==> config.mk <==
export PLATFORM = sky130hd
export DESIGN_NAME = instruction_fetch
export DESIGN_NICKNAME = d
export VERILOG_FILES = /design/src/rtl/instruction_fetch.sv
export SDC_FILE = /design/constraint.sdc
export NUM_CORES = 2
export LEC_CHECK = 0
export BUFFER_PORTS_ARGS = -buffer_cell sky130_fd_sc_hd__buf_2
export CORE_MARGIN = 2
export CORE_UTILIZATION = 30
export CTS_CLUSTER_SIZE = 14
export DETAILED_ROUTE_END_ITERATION = 8
export GPL_TIMING_DRIVEN = 0
export HOLD_SLACK_MARGIN = 0.02
export PLACE_DENSITY = 0.49
export SYNTH_ARGS = -nofsm -noshare
export SYNTH_HDL_FRONTEND = slang
export SYNTH_SLANG_ARGS = --single-unit
==> constraint.sdc <==
create_clock -name clk -period 8.4 [get_ports clk]
set_input_delay 1.68 -clock clk [delete_from_list [all_inputs] [get_ports clk]]
set_output_delay 1.68 -clock clk [all_outputs]
set_load 0.005 [all_outputs]
==> src/rtl/instruction_fetch.sv <==
// -----------------------------------------------------------------------------
// instruction_fetch
//
// Fetch stage of the 64-bit RISC-V pipeline, feeding the IF/ID register
// (which samples PC_addr / Instruc on the falling edge of clk). Holds the
// program counter, picks the next PC (reset > branch > stall > PC+4) and
// reads the instruction word combinationally from a word-organised memory.
// A write port lets a loader or testbench fill the memory.
//
// Parameters:
//   MEM_BYTES   instruction memory size in bytes (power of two, >= 8)
//   RESET_PC    PC loaded on reset (4-byte aligned)
//
// Ports:
//   clk            clock, all state updates on the rising edge
//   reset          synchronous active-high reset
//   stall          hold the PC (load-use hazard)
//   branch_taken   redirect PC to branch_target; overrides stall
//   branch_target  64-bit redirect address
//   imem_we        instruction memory write enable
//   imem_waddr     byte address of the write, bits [1:0] ignored
//   imem_wdata     instruction word to write
//   PC_addr        current PC
//   Instruc        instruction at PC_addr (NOP if misaligned / out of range)
//   PC_plus4       PC_addr + 4, wrapping modulo 2^64
//   fetch_valid    registered, high from the first edge out of reset
//   misaligned     combinational, PC_addr[1:0] != 0
//   fetch_count    registered count of PC advances, wraps at 2^32
// -----------------------------------------------------------------------------
module instruction_fetch #(
    parameter int unsigned MEM_BYTES = 256,
    parameter logic [63:0] RESET_PC  = 64'h0
) (
    input  logic        clk,
    input  logic        reset,
    input  logic        stall,
    input  logic        branch_taken,
    input  logic [63:0] branch_target,
    input  logic        imem_we,
    input  logic [63:0] imem_waddr,
    input  logic [31:0] imem_wdata,
    output logic [63:0] PC_addr,
    output logic [31:0] Instruc,
    output logic [63:0] PC_plus4,
    output logic        fetch_valid,
    output logic        misaligned,
    output logic [31:0] fetch_count
);

    localparam int unsigned AW    = $clog2(MEM_BYTES);
    localparam int unsigned WORDS = MEM_BYTES / 4;
    localparam logic [31:0] NOP   = 32'h00000013;

    logic [31:0]   mem [WORDS];

    logic [63:0]   pc_q;
    logic [63:0]   pc_d;
    logic          advance;
    logic          valid_q;
    logic [31:0]   count_q;

    logic          rd_in_range;
    logic [AW-3:0] rd_idx;
    logic          wr_in_range;
    logic [AW-3:0] wr_idx;

    // Byte-lane bits of the write address carry no information.
    logic          unused_waddr_lsbs;
    assign unused_waddr_lsbs = ^imem_waddr[1:0];

    // ------------------------------------------------------------------
    // Address decode: anything with bits set at or above AW lies beyond
    // the memory, for both the read and the write side.
    // ------------------------------------------------------------------
    assign rd_in_range = ((PC_addr >> AW) == 64'd0);
    assign rd_idx      = PC_addr[AW-1:2];
    assign wr_in_range = ((imem_waddr >> AW) == 64'd0);
    assign wr_idx      = imem_waddr[AW-1:2];

    // ------------------------------------------------------------------
    // Next-PC selection. reset is handled in the register itself so it
    // wins over everything; branch beats stall.
    // ------------------------------------------------------------------
    always_comb begin
        pc_d    = pc_q;
        advance = 1'b0;
        if (branch_taken) begin
            pc_d    = branch_target;
            advance = 1'b1;
        end else if (!stall) begin
            pc_d    = pc_q + 64'd4;
            advance = 1'b1;
        end
    end

    always_ff @(posedge clk) begin
        if (reset) begin
            pc_q    <= RESET_PC;
            valid_q <= 1'b0;
            count_q <= 32'd0;
        end else begin
            pc_q    <= pc_d;
            valid_q <= 1'b1;
            if (advance) begin
                count_q <= count_q + 32'd1;
            end
        end
    end

    // ------------------------------------------------------------------
    // Instruction memory write port. Not reset: contents survive reset,
    // and a write coinciding with reset still lands.
    // ------------------------------------------------------------------
    always_ff @(posedge clk) begin
        if (imem_we && wr_in_range) begin
            mem[wr_idx] <= imem_wdata;
        end
    end

    // ------------------------------------------------------------------
    // Outputs. The read is asynchronous so Instruc tracks PC_addr within
    // the same cycle; a same-edge write becomes visible after the edge.
    // ------------------------------------------------------------------
    assign PC_addr     = pc_q;
    assign PC_plus4    = pc_q + 64'd4;
    assign misaligned  = (pc_q[1:0] != 2'b00);
    assign fetch_valid = valid_q;
    assign fetch_count = count_q;

    always_comb begin
        Instruc = NOP;
        if (rd_in_range && !misaligned) begin
            Instruc = mem[rd_idx];
        end
    end

endmodule
Yosys cells after proc, flatten, opt, wreduce, memory -nomap -nowiden
Memories as Yosys holds them, arrays and structs flattened. A register that Yosys moved wholly into a read port is not among the register bits. Index checks and enable logic that the tools add are counted.

Output and inout port bits: 194. RAM bits: 2048. Logic and storage cells: 23. Input port bits: 165. Bits in registers: 97. Memories kept: 1.

Memories: mem (depth 64, bits a word 32, read ports 1, clocked after memory_dff 1, write ports 1, RTL line 54) `logic [31:0] mem [WORDS];`.

Muxes and demuxes: 10. Add/subtract/negate cells: 2. Reduce and logical (&&, ||, !) cells: 6. Eq/ne operators: 1.

Operators with widths (number): zero test 64 bit (2); two-way mux 64 bit (2); adder 64 x 3 -> 64 bit (second input constant) (1); adder 32 x 1 -> 32 bit (second input constant) (1); two-way mux 32 bit (1); two-way mux 6 bit (2); two-way mux 1 bit (5); logical AND 1 bit (2); inequality test 2 x 1 -> 1 bit (second input constant) (1); nonzero test 2 bit (1); zero test 1 bit (1).

Depth between registers and ports, before layout
Depth in word-level cells: 5. Mapped depth: 11. Mapped depth without buffers: 6.

Worst setup path before layout
OpenSTA, ideal clock, no wires.

Kind: in2reg. Start point: input port imem_waddr[40]. End point: memory mem[27][0], enable pin. Path slack: 3603 ps. Cell stages on the path: 5. Arrival time: 4376 ps. Data required time: 7979 ps. Path buffers: 0. Library setup time: 421 ps. Path through: nor4b_1 nand4_1 nor4_2 nand4b_1 nor2_1.

Cells in the longest elaborated chain, start to end: 4.

RTL lines: from (decl) (RTL line 40) `input logic [63:0] imem_waddr,`; zero test 64 bit (RTL line 77) `assign wr_in_range = ((imem_waddr >> AW) == 64'd0);`; logical AND 1 bit (RTL line 115) `if (imem_we && wr_in_range) begin`; two-way mux 1 bit (RTL line 115); two-way mux 1 bit (not written as such) (RTL line 116) `mem[wr_idx] <= imem_wdata;`; to (decl) (RTL line 54).

Every way passes these cells.

==> flow_summary_export.csv <==
group,metric,value,unit
status,outcome,"finished, violations left",
status,violations,"capacitance limit, slew limit, setup timing",
drt,wl_per_cell,39.6,um
drt,drt-initial-drc-count,8113,
drt,detail-route-antenna-nets,0,
worst_setup_path,cp-end-kind,"output pin",
floorplanning,die-area,0.289,sq mm
clocking,post_cts_buffers,0,
worst_setup_path,cp_num_buf_inv,6,
clocking,numCtsBuffers,232,
timing,finalMaxSlewViolations,13,
run,drv_cap,4,
worst_setup_path,worstPathRequired,6720,ps
synthesis,ys_top_cells_by_area,"edfxtp_1, mux4_2, dfxtp_1",
cells_and_area,fill_cells,26126,
power_and_ir_drop,p_leak,32.1,nW
cells_and_area,final_common_cell,"edfxtp_1",
synthesis,synth_top_area_share,72.0,%
hold_path,hp-class,"flip-flop to flip-flop",
cells_and_area,drive_gt1_share,31.1,%
clocking,ctsResizeCount,0,
cells_and_area,fin_cells,8968,
clocking,clk_latency,950,ps
clocking,clock-root-buffer,"clkbuf_16",
floorplanning,die_width,537,um
clocking,tritoncts,"done",
floorplanning,die_h,537,um
timing,final.period_utilization,102,%
synthesis,syn_avg_cell_area,19.9,sq um
global_route,grt_pass1_vias,48860,
worst_setup_path,critPathLaunchType,"flip-flop",
clocking,cts.clk_slew.worst_paths,60,ps
timing,worst_slew_pin_slew,1630,ps
placement,dp.cells,8527,
drt,firstDrtPassIters,6,
timing,rsz0062_at_grt,"no",
power_and_ir_drop,ir_drop,0.000207,V
synthesis,async_flop_share,0,%
timing,hold_viol,0,
worst_setup_path,reg2regPathDepth,7,
timing,timing.fmax,117,MHz
global_route,grt_usage,24.1,%
synthesis,syn_inst,4297,
global_route,antenna_found_initial,30,
synthesis,yosys_warnings,0,
synthesis,syn_nets,4464,
worst_setup_path,path_cells,"clkbuf_1, clkbuf_1, clkbuf_1, clkbuf_1, clkbuf_1, a311oi_1, o31ai_1, buf_2",
timing,fin_crit,8560,ps
synthesis,synth_area_leader_cell,"edfxtp_1",
synthesis,synth-seq-cells,2151,
synthesis,ys.flop_type,"edfxtp_1",
drt,vias_per_cell,5.72,
floorplanning,ios,359,
worst_setup_path,path_depth,8,
clocking,holdBufCountCts,0,
synthesis,seq_area_frac_synth,74.4,%
timing,fin_ws,-165,ps
synthesis,synth-edff-count,2048,
floorplanning,initial_utilization,30.2,%
timing,setup_viol,2,
global_route,grt_start_max_net_pins,65,
global_route,grt_pass1_wl,463000,um
cells_and_area,nets,5187,
clocking,cts.sinks,2151,
timing,timing.slew.headroom,-8.73,%
worst_setup_path,slowest_delay,1050,ps
worst_setup_path,cp_max_fo,10,
drt,drc,0,
worst_setup_path,crit_type,"flip-flop to output pin",
drt,vias,51317,
cells_and_area,area_delta_synth_final,20.3,%
placement,dpl.hpwl,243000,um
placement,dp_slack,1130,ps
clocking,clockBufferDepth,4,
worst_setup_path,path_delay_family,"buffers and inverters",
worst_setup_path,crit_top_cell,"clkbuf_1",
placement,gp_congestion,0.891,
drt,drt_wl_total,355000,um
floorplanning,std_cell_rows,195,
timing,fin_skew,116,ps
cells_and_area,mostFrequentLayoutCells,"edfxtp_1, mux4_2, buf_2",
global_route,grt-ovfl-total,0,
power_and_ir_drop,powerDensity,231,mW/mm^2
hold_path,whs_path_depth,2,
clocking,cts_htree_levels,4,
placement,numPortBuffers,351,
worst_setup_path,slowest_stage,"clkbuf_1",
worst_setup_path,arrival,6880,ps
synthesis,synth_cell_type_count,78,
floorplanning,core_area,0.283,sq mm
synthesis,syn_area,0.0854,sq mm
-- synthesized netlist by cell type (all sizes together), types with 6 or more instances --
| master | n |
|---|---|
| or3 | 21 |
| mux4 | 518 |
| a2111oi | 15 |
| a31oi | 10 |
| o2111ai | 8 |
| a211oi | 31 |
| o21ai | 30 |
| nand3b | 15 |
| clkbuf | 113 |
| inv | 25 |
| a221oi | 14 |
| nor2b | 36 |
| a32oi | 7 |
| o221ai | 11 |
| o211ai | 6 |
| mux2i | 134 |
| mux2 | 28 |
| a311oi | 20 |
| xnor2 | 56 |
| a22oi | 43 |
| o2111a | 6 |
| nand2 | 136 |
| nor3 | 45 |
| a22o | 7 |
| a21oi | 55 |
| nand3 | 69 |
| or2 | 7 |
| o31ai | 11 |
| or4 | 22 |
| and2 | 15 |
| nor4 | 61 |
| xor2 | 44 |
| dfxtp | 103 |
| and3 | 14 |
| nand2b | 15 |
| nor2 | 210 |
| edfxtp | 2048 |
| buf | 151 |
| o22ai | 16 |
| nand4 | 49 |
| and4 | 14 |
-- registers in the layout, indices dropped and copies added (netlist names), named ones only --
register	flops
PC_addr	64
fetch_count	32
mem	2048
fetch_valid	1
-- power breakdown --
part / internal [mW] / switching, mW / total (mW)
sequential: 11.8 / 0.0544 / 11.8
clock: 5.82 / 4.46 / 10.3
combinational: 0.538 / 1.14 / 1.67
-- tightest hold or removal path: stages (launching register included) --
cell     delay, ps
dfxtp_1        320
o21ai_0         70
a21oi_1         60
-- cells by family after synthesis --
kind of cell             count (synthesis)  synth area share [%]
XOR/XNOR                               100                  1.03
AO/OA/AOI/OAI                          328                  2.83
AND/OR/NAND/NOR                        746                  4.50
flip-flops                            2151                  74.4
multiplexers                           680                  15.6
buffers and inverters                  290                  1.56
adder cells (fa/ha/maj)                  2                0.0293
-- per-stage QoR --
step / setup TNS [ps] / area, sq um / power [mW] / hold slack (ps) / utilization (%)
after floorplan: 0 / 85400 / 12.8 / 483 / -
after global routing: 0 / 103000 / 24.3 / 538 / 36.3
after global placement: -635810 / 91800 / 13.7 / 481 / 32.5
after CTS: 0 / 103000 / 23.9 / 502 / 36.3
after detailed placement: 0 / 95200 / 13.7 / 493 / 33.7
final: -197 / 103000 / 23.8 / 503 / 36.3
-- per-layer routing --
metal  GRT usage, %  part of all wire, %
met4           11.2                  5.4
met2           37.6                   45
met5              0                0.034
met1           32.6                   40
met3           4.49                  9.5
-- worst paths after layout --
check	end	slack (ps)	start
max	Instruc[16]	-160	flip-flop
min	fetch_count[6]	500	fetch_count[6]
max reg2reg	PC_addr[41]	4770	PC_addr[5]
min reg2reg	fetch_count[6]	500	fetch_count[6]
-- area by class of cell --
cell class / count / area (sq um) / area share, %
plain buffers: 264 / 1270 / 1.24
flip-flops and latches: 2151 / 63600 / 61.9
multi-input cells: 1856 / 21000 / 20.4
clock inverters: 149 / 1490 / 1.45
inverters: 26 / 97.6 / 0.0950
clock buffers: 281 / 6030 / 5.87
diodes: 9 / 22.5 / 0.0219
repair buffers: 489 / 4610 / 4.49
well taps: 3743 / 4680 / 4.56
Note: power is estimated with default switching activity, not from simulation.
